[src/rtl/icache_tag_refill.sv]
// I-cache lookup/refill controller: hit check against the tag FIFO, line-fill burst on a miss,
// tag commit at the FIFO write pointer. Optional next-line prefetch: ICACHE_NEXT_PREFETCH_EN.
module icache_tag_refill #(
   parameter int DP    = 4,
   parameter int TAG_W = 20,
   parameter int BL    = 4,
   localparam int IW   = $clog2(DP),
   localparam int BW   = $clog2(BL)
) (
   input  logic             clk,
   input  logic             reset,
   input  logic             flush,
   input  logic             req_valid,
   input  logic [TAG_W-1:0] req_tag,
   output logic             req_ready,
   output logic [TAG_W-1:0] tag_cmp_data,
   input  logic [DP-1:0]    tag_hit,
   input  logic [DP-1:0]    tag_next_hit,
   input  logic [IW-1:0]    tag_wptr,
   output logic             tag_wr,
   output logic             tag_uwr,
   output logic [IW-1:0]    tag_uptr,
   output logic             tag_wvalid,
   output logic [TAG_W-1:0] tag_wtag,
   output logic             mem_req,
   output logic [TAG_W-1:0] mem_tag,
   input  logic             mem_ack,
   input  logic             mem_rvalid,
   input  logic             mem_rlast,
   output logic             data_wr,
   output logic [IW-1:0]    data_line,
   output logic [BW-1:0]    data_beat,
   output logic             resp_valid,
   output logic             resp_miss,
   output logic             resp_err,
   output logic [IW-1:0]    resp_index
);

   typedef enum logic [2:0] {IDLE, LOOKUP, MREQ, FILL, TAGWR} state_t;

   state_t          state_reg;
   logic [BW-1:0]   cnt_reg;
   logic [IW-1:0]   line_reg;
   logic [IW-1:0]   hit_idx;
   logic            err_reg;
   logic            flush_pend_reg;
   logic            pf_reg;
   logic            last_beat;
   logic            beat_err;

   // Highest set bit wins, matching the FIFO's own match priority.
   always_comb begin
      hit_idx = '0;
      for (int i = 0; i < DP; i++)
         if (tag_hit[i]) hit_idx = IW'(i);
   end

   assign last_beat = (cnt_reg == BW'(BL - 1));
   assign beat_err  = (mem_rlast != last_beat);
   assign req_ready = (state_reg == IDLE) && !flush;
   assign data_wr   = (state_reg == FILL) && mem_rvalid && !flush_pend_reg && !flush;
   assign data_beat = cnt_reg;
   assign data_line = line_reg;

`ifndef ICACHE_NEXT_PREFETCH_EN
   logic unused_next_hit;
   assign unused_next_hit = ^tag_next_hit;
`endif

   always_ff @(posedge clk) begin
      if (reset) begin
         state_reg      <= IDLE;
         cnt_reg        <= '0;
         line_reg       <= '0;
         err_reg        <= 1'b0;
         flush_pend_reg <= 1'b0;
         pf_reg         <= 1'b0;
         tag_cmp_data   <= '0;
         tag_wr         <= 1'b0;
         tag_uwr        <= 1'b0;
         tag_uptr       <= '0;
         tag_wvalid     <= 1'b0;
         tag_wtag       <= '0;
         mem_req        <= 1'b0;
         mem_tag        <= '0;
         resp_valid     <= 1'b0;
         resp_miss      <= 1'b0;
         resp_err       <= 1'b0;
         resp_index     <= '0;
      end else begin
         tag_wr     <= 1'b0;
         tag_uwr    <= 1'b0;
         tag_wvalid <= 1'b0;
         resp_valid <= 1'b0;
         resp_miss  <= 1'b0;
         resp_err   <= 1'b0;
         case (state_reg)
            IDLE: begin
               if (req_valid && !flush) begin
                  tag_cmp_data <= req_tag;
                  state_reg    <= LOOKUP;
               end
            end
            LOOKUP: begin
               if (flush) begin
                  state_reg <= IDLE;
               end else if (|tag_hit) begin
                  resp_valid <= 1'b1;
                  resp_index <= hit_idx;
                  state_reg  <= IDLE;
               end else begin
                  // Victim is invalidated before the burst so a flush cannot leave a stale tag.
                  line_reg       <= tag_wptr;
                  tag_uwr        <= 1'b1;
                  tag_uptr       <= tag_wptr;
                  mem_req        <= 1'b1;
                  mem_tag        <= tag_cmp_data;
                  cnt_reg        <= '0;
                  err_reg        <= 1'b0;
                  flush_pend_reg <= 1'b0;
                  pf_reg         <= 1'b0;
                  state_reg      <= MREQ;
               end
            end
            MREQ: begin
               if (flush) flush_pend_reg <= 1'b1;
               if (mem_ack) begin
                  mem_req   <= 1'b0;
                  state_reg <= FILL;
               end
            end
            FILL: begin
               if (flush) flush_pend_reg <= 1'b1;
               if (mem_rvalid) begin
                  cnt_reg <= cnt_reg + BW'(1);
                  if (beat_err) err_reg <= 1'b1;
                  if (last_beat) begin
                     tag_wr     <= !(flush_pend_reg || flush);
                     tag_wvalid <= 1'b1;
                     tag_wtag   <= tag_cmp_data;
                     resp_valid <= !pf_reg;
                     resp_miss  <= !pf_reg;
                     resp_err   <= !pf_reg && (err_reg || beat_err || flush_pend_reg || flush);
                     resp_index <= line_reg;
                     state_reg  <= TAGWR;
                  end
               end
            end
            TAGWR: begin
`ifdef ICACHE_NEXT_PREFETCH_EN
               // The current tag is committed this cycle, so the next free slot is wptr+1.
               if (!pf_reg && !flush_pend_reg && !err_reg && !flush && tag_next_hit == '0) begin
                  pf_reg       <= 1'b1;
                  tag_cmp_data <= tag_cmp_data + TAG_W'(1);
                  mem_tag      <= tag_cmp_data + TAG_W'(1);
                  mem_req      <= 1'b1;
                  tag_uwr      <= 1'b1;
                  tag_uptr     <= tag_wptr + IW'(1);
                  line_reg     <= tag_wptr + IW'(1);
                  cnt_reg      <= '0;
                  err_reg      <= 1'b0;
                  state_reg    <= MREQ;
               end else begin
                  pf_reg    <= 1'b0;
                  state_reg <= IDLE;
               end
`else
               state_reg <= IDLE;
`endif
            end
            default: state_reg <= IDLE;
         endcase
      end
   end

endmodule

[config.mk]
export PLATFORM = sky130hd
export DESIGN_NAME = icache_tag_refill
export DESIGN_NICKNAME = d
export VERILOG_FILES = /design/src/rtl/icache_tag_refill.sv
export SDC_FILE = /design/constraint.sdc
export NUM_CORES = 1
export LEC_CHECK = 0
export ABC_AREA = 0
export CORE_MARGIN = 1
export CORE_UTILIZATION = 44
export CTS_CLUSTER_DIAMETER = 200
export CTS_CLUSTER_SIZE = 14
export DETAILED_ROUTE_END_ITERATION = 8
export PLACE_DENSITY = 0.79
export SLEW_MARGIN = 20
export SYNTH_ARGS = -nofsm -noshare
export SYNTH_HDL_FRONTEND = slang
export SYNTH_SLANG_ARGS = --single-unit
[constraint.sdc]
create_clock -name clk -period 2.3 [get_ports clk]
set_clock_uncertainty 0.2 [all_clocks]
set_input_delay 0.345 -clock clk [delete_from_list [all_inputs] [get_ports clk]]
set_output_delay 0.345 -clock clk [all_outputs]
set_load 0.1 [all_outputs]
# After elaboration in Yosys (flattened, before gate mapping)
# Index checks and enable logic that the tools add are counted.
[word_totals]
regBits = 78
latch_bits = 0
mem_bits_rw = 0
mem_bits_ro = 0
inputBits = 37
output_inout_bits = 77
n_memories = 0
[classes]
addsub = 1
multipliers = 0
div = 0
n_lt_le_gt_ge = 0
n_eq_ne = 14
shifts = 0
muxes = 36
bitwise_logic = 6
n_reduce_logical = 31
[ops]
columns = ["operator", "n"]
rows = [
  ["2-to-1 mux 2 bit", 11],
  ["AND reduction 4 bit", 4],
  ["2-to-1 mux 1 bit", 14],
  ["!= test 2 bit (second input constant)", 7],
  ["2-to-1 mux 3 bit", 4],
  ["one-hot mux 3 bit (4 select lines)", 1],
  ["AND reduction 5 bit", 2],
  ["one-hot mux 1 bit (2 select lines)", 4],
  ["one-hot mux 2 bit (2 select lines)", 2],
  ["OR reduction 4 bit", 2],
  ["== test 3 x 2 -> 1 bit (second input constant)", 2],
  ["NOT 1 bit", 6],
  ["AND reduction 3 bit", 2],
  ["nonzero test 2 bit", 3],
  ["OR reduction 3 bit", 2],
  ["logical AND 1 bit", 5],
  ["logical OR 1 bit", 4],
  ["!= test 2 x 1 -> 1 bit (second input constant)", 2],
  ["OR reduction 2 bit", 2],
  ["== test 3 x 1 -> 1 bit (second input constant)", 1],
  ["zero test 1 bit", 3],
  ["zero test 3 bit", 1],
  ["adder 2 x 1 -> 2 bit (second input constant)", 1],
  ["== test 2 bit (second input constant)", 1],
  ["2 further kinds", 2],
]

# Depth between registers and ports, before layout
# Gate-level depths: netlist of run 1.
[depth]
ltp_word = 6
ltp_mapped = 6

# Least setup slack after synthesis of run 1
# No wires, ideal clock.
[synth_timing]
path_type = "reg2out"
startpoint = "register state_reg[2]"
endpoint = "output port data_wr"
t_arrival_ns = 2.721
setup_slack_ns = -0.966
stages_incl_launch_ff = 4
n_path_buf = 1
cell_sequence = "dfxtp_1 > buf_2 > nand4b_1 > nor3_1"
[synth_between]
elab_chain_len = 4
[synth_rtl]
columns = ["item", "line", "text"]
rows = [
  ["start: declaration", "41", "state_t state_reg;"],
  ["start signal: assignment", "72", "state_reg <= IDLE;"],
  ["start signal: assignment", "101", "state_reg <= LOOKUP;"],
  ["start signal: assignment", "106", "state_reg <= IDLE;"],
  ["== test 3 x 2 -> 1 bit", "61", "assign data_wr = (state_reg == FILL) && mem_rvalid && !flush_pend_reg && !flush;"],
  ["logical AND 1 bit (3 in a row)", "61", ""],
  ["end: declaration", "30", "output logic data_wr,"],
]
# Every way passes these cells.

# Worst setup path after layout of run 1
[layout_timing]
startpoint = "register state_reg[1]"
endpoint = "output port data_wr"
# The elaborated chain is that of the path after synthesis.

==> impl_metrics.json, run 1 <==
{
  "grt_max_degree": 37,
  "synth_cell_type_count": 39,
  "ys.flop_type": "dfxtp_1",
  "slew_headroom_pct": 62.2,
  "cts_buffers": 9,
  "dpl-instance-area_sq_mm": 0.00415,
  "routabilityCongestion": 0.862,
  "cts_buffer_depth": 2,
  "worstPathArrival_ns": 1.66,
  "num_vias": 3186,
  "place_hpwl_um": 6360,
  "die_h_um": 86.4,
  "vias_per_cell": 5.58,
  "cp-end-kind": "output pin",
  "path_clk_slew_ns": 0.08,
  "drc": 0,
  "first_pass_iters": 4,
  "clockRootBuffer": "clkbuf_8",
  "ys_seq_elements": 78,
  "drv_cap": 0,
  "worstMarginPinSlew_ns": 0.566,
  "grt_util_all_layers_pct": 25.6,
  "cts_resized": 0,
  "clock_latency_ns": 0.34,
  "power.total_w": 0.00281,
  "min-delay-path-class": "primary input to flop",
  "critPathMaxStageDelay_ns": 0.59,
  "leakagePower_nw": 1.66,
  "setup_violations": 0,
  "final_core_util_pct": 63.7,
  "wl_per_cell_um": 16.3,
  "gr-total-overflow": 0,
  "cts-htree-levels": 3,
  "fillers": 611,
  "syn-cell-area_sq_mm": 0.00314,
  "drt_iter0_markers": 203,
  "grt_pass1_wl_um": 14800,
  "io_buffer_count": 109,
  "dieArea_sq_mm": 0.00747,
  "ant_nets": 0,
  "reg_top3": "mem_tag: 20 flops, tag_cmp_data: 20 flops, tag_wtag: 20 flops",
  "worstSetupPathType": "flop to output pin",
  "grt_pass1_vias": 3042,
  "fin_cells": 571,
  "ys_async_sr_fraction_pct": 0,
  "crit_required_ns": 1.75,
  "rsz0062_at_grt": "false",
  "min_period_ns": 2.21,
  "max_freq_mhz": 453,
  "cpMaxStageDelayCell": "dfxtp_1",
  "wl_um": 9290,
  "drive_above_1_share_pct": 26.5,
  "cts_setup_buffers": 0,
  "std_cell_rows": 30,
  "r2r_slack_ns": 0.18,
  "hold_viol_final": 0,
  "start_util_pct": 45.9,
  "die_w_um": 86.4,
  "finalMaxSlewViolations": 0,
  "fin_nets": 508,
  "timing.final.crit_share_pct": 95.9,
  "syn_nets": 406,
  "synth_warnings": 0,
  "p_per_area_mw_per_mm2": 646,
  "antenna_found_initial": 0,
  "ios": 114,
  "synth_edf_count": 0,
  "finalSetupTns_ns": 0,
  "worstPathMaxFanout": 12,
  "diodes": 0,
  "avgSynthCellArea_sq_um": 8.52,
  "start_kind": "flop",
  "layout_common_cells": "99 x buf_4, 76 x dfxtp_1, 68 x a21oi_1",
  "tritoncts": "built",
  "status": "completed",
  "holdBufCountCts": 0,
  "layout_commonest_cell": "buf_4",
  "finalInstanceArea_sq_mm": 0.00435,
  "core_sq_mm": 0.00683,
  "area_delta_synth_final_pct": 38.8,
  "cts_sinks": 78,
  "crit_chain": "nand4b_1, nor3_4, buf_12",
  "synth_cells": 368,
  "dp.cells": 555,
  "synth-seq-area-share_pct": 49.8,
  "irDropWorstVdd_mv": 0.404
}
kinds of logic after synthesis:
group           count (synthesis)  synth area share [%]
compound gates                143                  24.1
simple gates                  101                  18.0
fa+ha+maj                       1                 0.399
buf+inv                        44                  7.42
flops                          78                  49.8
xor+xnor                        1                 0.279
power by group:
group,switching (W),internal (W)
sequential,0.0000248,0.00137
combinational,0.000266,0.000123
clock,0.000500,0.000527
routing by layer:
metal  vias to the layer above  GRT usage, %  share of wire, %
met5                         -             0                 0
met1                      1521          33.0                44
li1                       1533             -                 -
met4                         0          9.09               1.3
met3                         9          5.52               6.5
met2                       123          42.4                48
synthesized netlist by cell type (2+ instances only):
master | instances | area share, %
nand3_1 | 63 | 10
nor3_1 | 5 | 0.80
nand3b_1 | 2 | 0.48
o41ai_1 | 2 | 0.56
clkbuf_1 | 18 | 2.2
buf_4 | 2 | 0.48
o221ai_1 | 2 | 0.56
dfxtp_1 | 78 | 50
buf_6 | 5 | 1.8
nor4_1 | 2 | 0.40
o21ai_1 | 13 | 2.1
nor2b_1 | 4 | 0.80
clkbuf_2 | 4 | 0.64
a21oi_1 | 68 | 11
nor2_1 | 8 | 0.96
nand2b_1 | 3 | 0.60
o211ai_1 | 2 | 0.48
buf_2 | 13 | 2.1
nand2_1 | 3 | 0.36
nand4b_1 | 2 | 0.56
o21ai_0 | 51 | 8.1
final timing paths:
path / depth (start not counted) / start / to
max reg2reg: 3 / state_reg[1]$_SDFFE_PP0P_ / resp_index[0]$_SDFFE_PP0P_
min: 2 / reset / resp_miss$_SDFF_PP0_
max: 3 / state_reg[1]$_SDFFE_PP0P_ / data_wr
min reg2reg: 2 / mem_tag[17]$_SDFFE_PP0P_ / mem_tag[17]$_SDFFE_PP0P_
layout make-up:
class | count | area [sq um] | share of cell area (%)
Clock buffer | 10 | 138 | 3.16
Clock inverter | 6 | 61.3 | 1.41
Inverter | 2 | 8.76 | 0.201
Multi-Input combinational cell | 246 | 1360 | 31.3
Sequential cell | 78 | 1560 | 35.9
Tap cell | 96 | 120 | 2.76
Timing Repair Buffer | 133 | 1100 | 25.2
metrics by stage:
step	setup slack [ns]	hold WS (ns)
after global routing	0.00120	0.242
after CTS	0.0820	0.209
after global placement	0.109	0.263
after floorplan	0.256	0.224
after detailed placement	0.0638	0.270
final	0.0947	0.229
worst max-delay path: cells and delay by family, from the launching register on:
family | cells | cell delay, ns
flip-flops | 1 | 0.59
AND/OR/NAND/NOR | 2 | 0.52
buffers and inverters | 1 | 0.20
(Power assumes the default switching activity.)
==> run 2, diff against run 1 <==
--- a/config.mk
+++ b/config.mk
@@ -7,11 +7,11 @@
 export LEC_CHECK = 0
 export ABC_AREA = 0
 export CORE_MARGIN = 1
-export CORE_UTILIZATION = 44
-export CTS_CLUSTER_DIAMETER = 200
+export CORE_UTILIZATION = 40
+export CTS_CLUSTER_DIAMETER = 60
 export CTS_CLUSTER_SIZE = 14
 export DETAILED_ROUTE_END_ITERATION = 8
-export PLACE_DENSITY = 0.79
+export PLACE_DENSITY = 0.76
 export SLEW_MARGIN = 20
 export SYNTH_ARGS = -nofsm -noshare
 export SYNTH_HDL_FRONTEND = slang
==> constraint.sdc (replaced) <==
create_clock -name clk -period 1.9 [get_ports clk]
set_clock_uncertainty 0.2 [all_clocks]
set_input_delay 0.285 -clock clk [delete_from_list [all_inputs] [get_ports clk]]
set_output_delay 0.285 -clock clk [all_outputs]
set_load 0.1 [all_outputs]
==> run 2 against run 1 <==
The flow now finishes with violations (setup timing). First-iteration DRC count stayed put. Sequential power grew 22%. Wire length increased by 11%. Combinational power is 44% higher. Register-to-register slack worse by 0.14 ns. Clock power grew 26%. Die area rose by 9.8%. Non-clock buffer count rose by 19. Via count up 6.1%. Flip-flop and latch count unchanged. Sequential share of layout area shrank 7.5 points. Count of clock-buffer cells in the layout shrank 1. Largest power group unchanged.
==> impl_metrics.json, run 2 (synthesis results as in run 1) <==
{
  "min_period_ns": 2.00,
  "drt_iter0_markers": 203,
  "r2r_start": "state_reg[1]$_SDFFE_PP0P_",
  "leakagePower_nw": 1.98,
  "worstMarginPinSlew_ns": 0.474,
  "min-delay-path-class": "primary input to flop",
  "crit_path_start": "state_reg[1]$_SDFFE_PP0P_",
  "crit_required_ns": 1.41,
  "clock_latency_ns": 0.35,
  "diodes": 0,
  "slew_headroom_pct": 68.4,
  "dieArea_sq_mm": 0.00820,
  "critPathMaxStageDelay_ns": 0.55,
  "wl_per_cell_um": 17.4,
  "worstPathMaxFanout": 2,
  "ant_nets": 0,
  "cts_buffer_depth": 2,
  "worstSetupPathType": "flop to output pin",
  "area_delta_synth_final_pct": 77.1,
  "gr-total-overflow": 0,
  "r2r_slack_ns": 0.04,
  "grt_util_all_layers_pct": 25.1,
  "cts-htree-levels": 3,
  "worstPathArrival_ns": 1.51,
  "drv_cap": 0,
  "clockRootBuffer": "clkbuf_8",
  "rsz0062_at_grt": "true",
  "grt_pass1_wl_um": 16200,
  "holdPathEnd": "state_reg[2]$_SDFFE_PP0P_",
  "start_util_pct": 42.3,
  "layout_setup_ws_ns": -0.0986,
  "reg2reg_to": "data_beat[0]$_SDFFE_PP0P_",
  "status": "finished, violations left",
  "wl_um": 10300,
  "io_buffer_count": 109,
  "cts_sinks": 78,
  "fin_nets": 527,
  "setup_violations": 1,
  "max_freq_mhz": 500,
  "grt_pass1_vias": 3202,
  "dp_slack_ns": -0.276,
  "std_cell_rows": 31,
  "core_sq_mm": 0.00741,
  "cts_buffers": 9,
  "irDropWorstVdd_mv": 0.476,
  "antenna_found_initial": 0,
  "tritoncts": "built",
  "cpMaxStageDelayCell": "or4_4",
  "die_h_um": 90.5,
  "worst_r2r_path_depth": 8,
  "reg_top3": "mem_tag: 20 flops, tag_cmp_data: 20 flops, tag_wtag: 20 flops",
  "hold_viol_final": 0,
  "finalInstanceArea_sq_mm": 0.00555,
  "path_clk_slew_ns": 0.09,
  "vias_per_cell": 5.70,
  "timing.final.crit_share_pct": 105,
  "fillers": 513,
  "crit_chain": "or4_4, clkinv_4, buf_12",
  "cp_top_family": "simple AND/OR/NAND/NOR gates",
  "routabilityCongestion": 0.850,
  "p_per_area_mw_per_mm2": 641,
  "first_pass_iters": 5,
  "num_vias": 3381,
  "drc": 0,
  "grt_max_degree": 44,
  "layout_commonest_cell": "buf_12",
  "dpl-instance-area_sq_mm": 0.00522,
  "layout_common_cells": "81 x buf_12, 73 x dfxtp_1, 68 x a21oi_1",
  "die_w_um": 90.5,
  "start_kind": "flop",
  "drive_above_1_share_pct": 31.2,
  "hold_depth": 2,
  "violations": "setup timing",
  "cp-end-kind": "output pin",
  "finalMaxSlewViolations": 0,
  "min-delay-start": "reset",
  "path_buf_inv": 2,
  "place_hpwl_um": 7350,
  "ios": 114
}
run 2: report_power, final:
group | total (W) | switching [W] | internal [W] | leakage, nW
combinational | 0.000562 | 0.000337 | 0.000224 | 1.25
sequential | 0.00169 | 0.0000423 | 0.00165 | 0.634
clock | 0.00130 | 0.000676 | 0.000625 | 0.0944
run 2: how the worst max path moves through the flow:
stage,cells past startpoint,end,slack [ns]
3_5_place_dp,5,mem_tag[18]$_SDFFE_PP0P_,-0.28
2_1_floorplan,3,data_wr,-0.08
4_1_cts,3,req_ready,-0.11
6_report,3,req_ready,-0.1
3_3_place_gp,5,mem_tag[0]$_SDFFE_PP0P_,-0.21
5_1_grt,3,req_ready,-0.11
run 2: per-layer routing:
layer	global-route usage [%]	part of all wire (%)
met4	9.81	2.2
met3	7.15	8.2
met1	29.0	40
met5	0	0
met2	43.6	50
run 2: what timing repair did:
item,4_1_cts,5_1_grt
setup endpoints to repair,2,13
buffers inserted,9,1
hold endpoints to repair,0,0
pin swaps,3,3
gates resized for setup,10,9
gates cloned,0,0
hold buffers,0,0
run 2: cell type report:
cell class / instances / area (sq um) / share of cell area (%)
timing repair buffer: 152 / 2240 / 40.3
clock buffer: 9 / 124 / 2.23
sequential: 78 / 1580 / 28.5
multi-input combinational: 246 / 1390 / 25.1
tap: 99 / 124 / 2.23
clock inverter: 7 / 81.3 / 1.46
inverter: 2 / 12.5 / 0.225
run 2: stage by stage:
step | power, W | util (%) | hold WS (ns) | cells | TNS [ns]
after floorplan | 0.00202 | - | 0.164 | 368 | -0.0843
after global placement | 0.00227 | 70.4 | 0.299 | 567 | -6.56
after detailed placement | 0.00228 | 70.4 | 0.309 | 567 | -8.43
after CTS | 0.00355 | 74.3 | 0.119 | 592 | -0.136
after global routing | 0.00366 | 74.9 | 0.162 | 593 | -0.115
final | 0.00356 | 74.9 | 0.142 | 593 | -0.0986
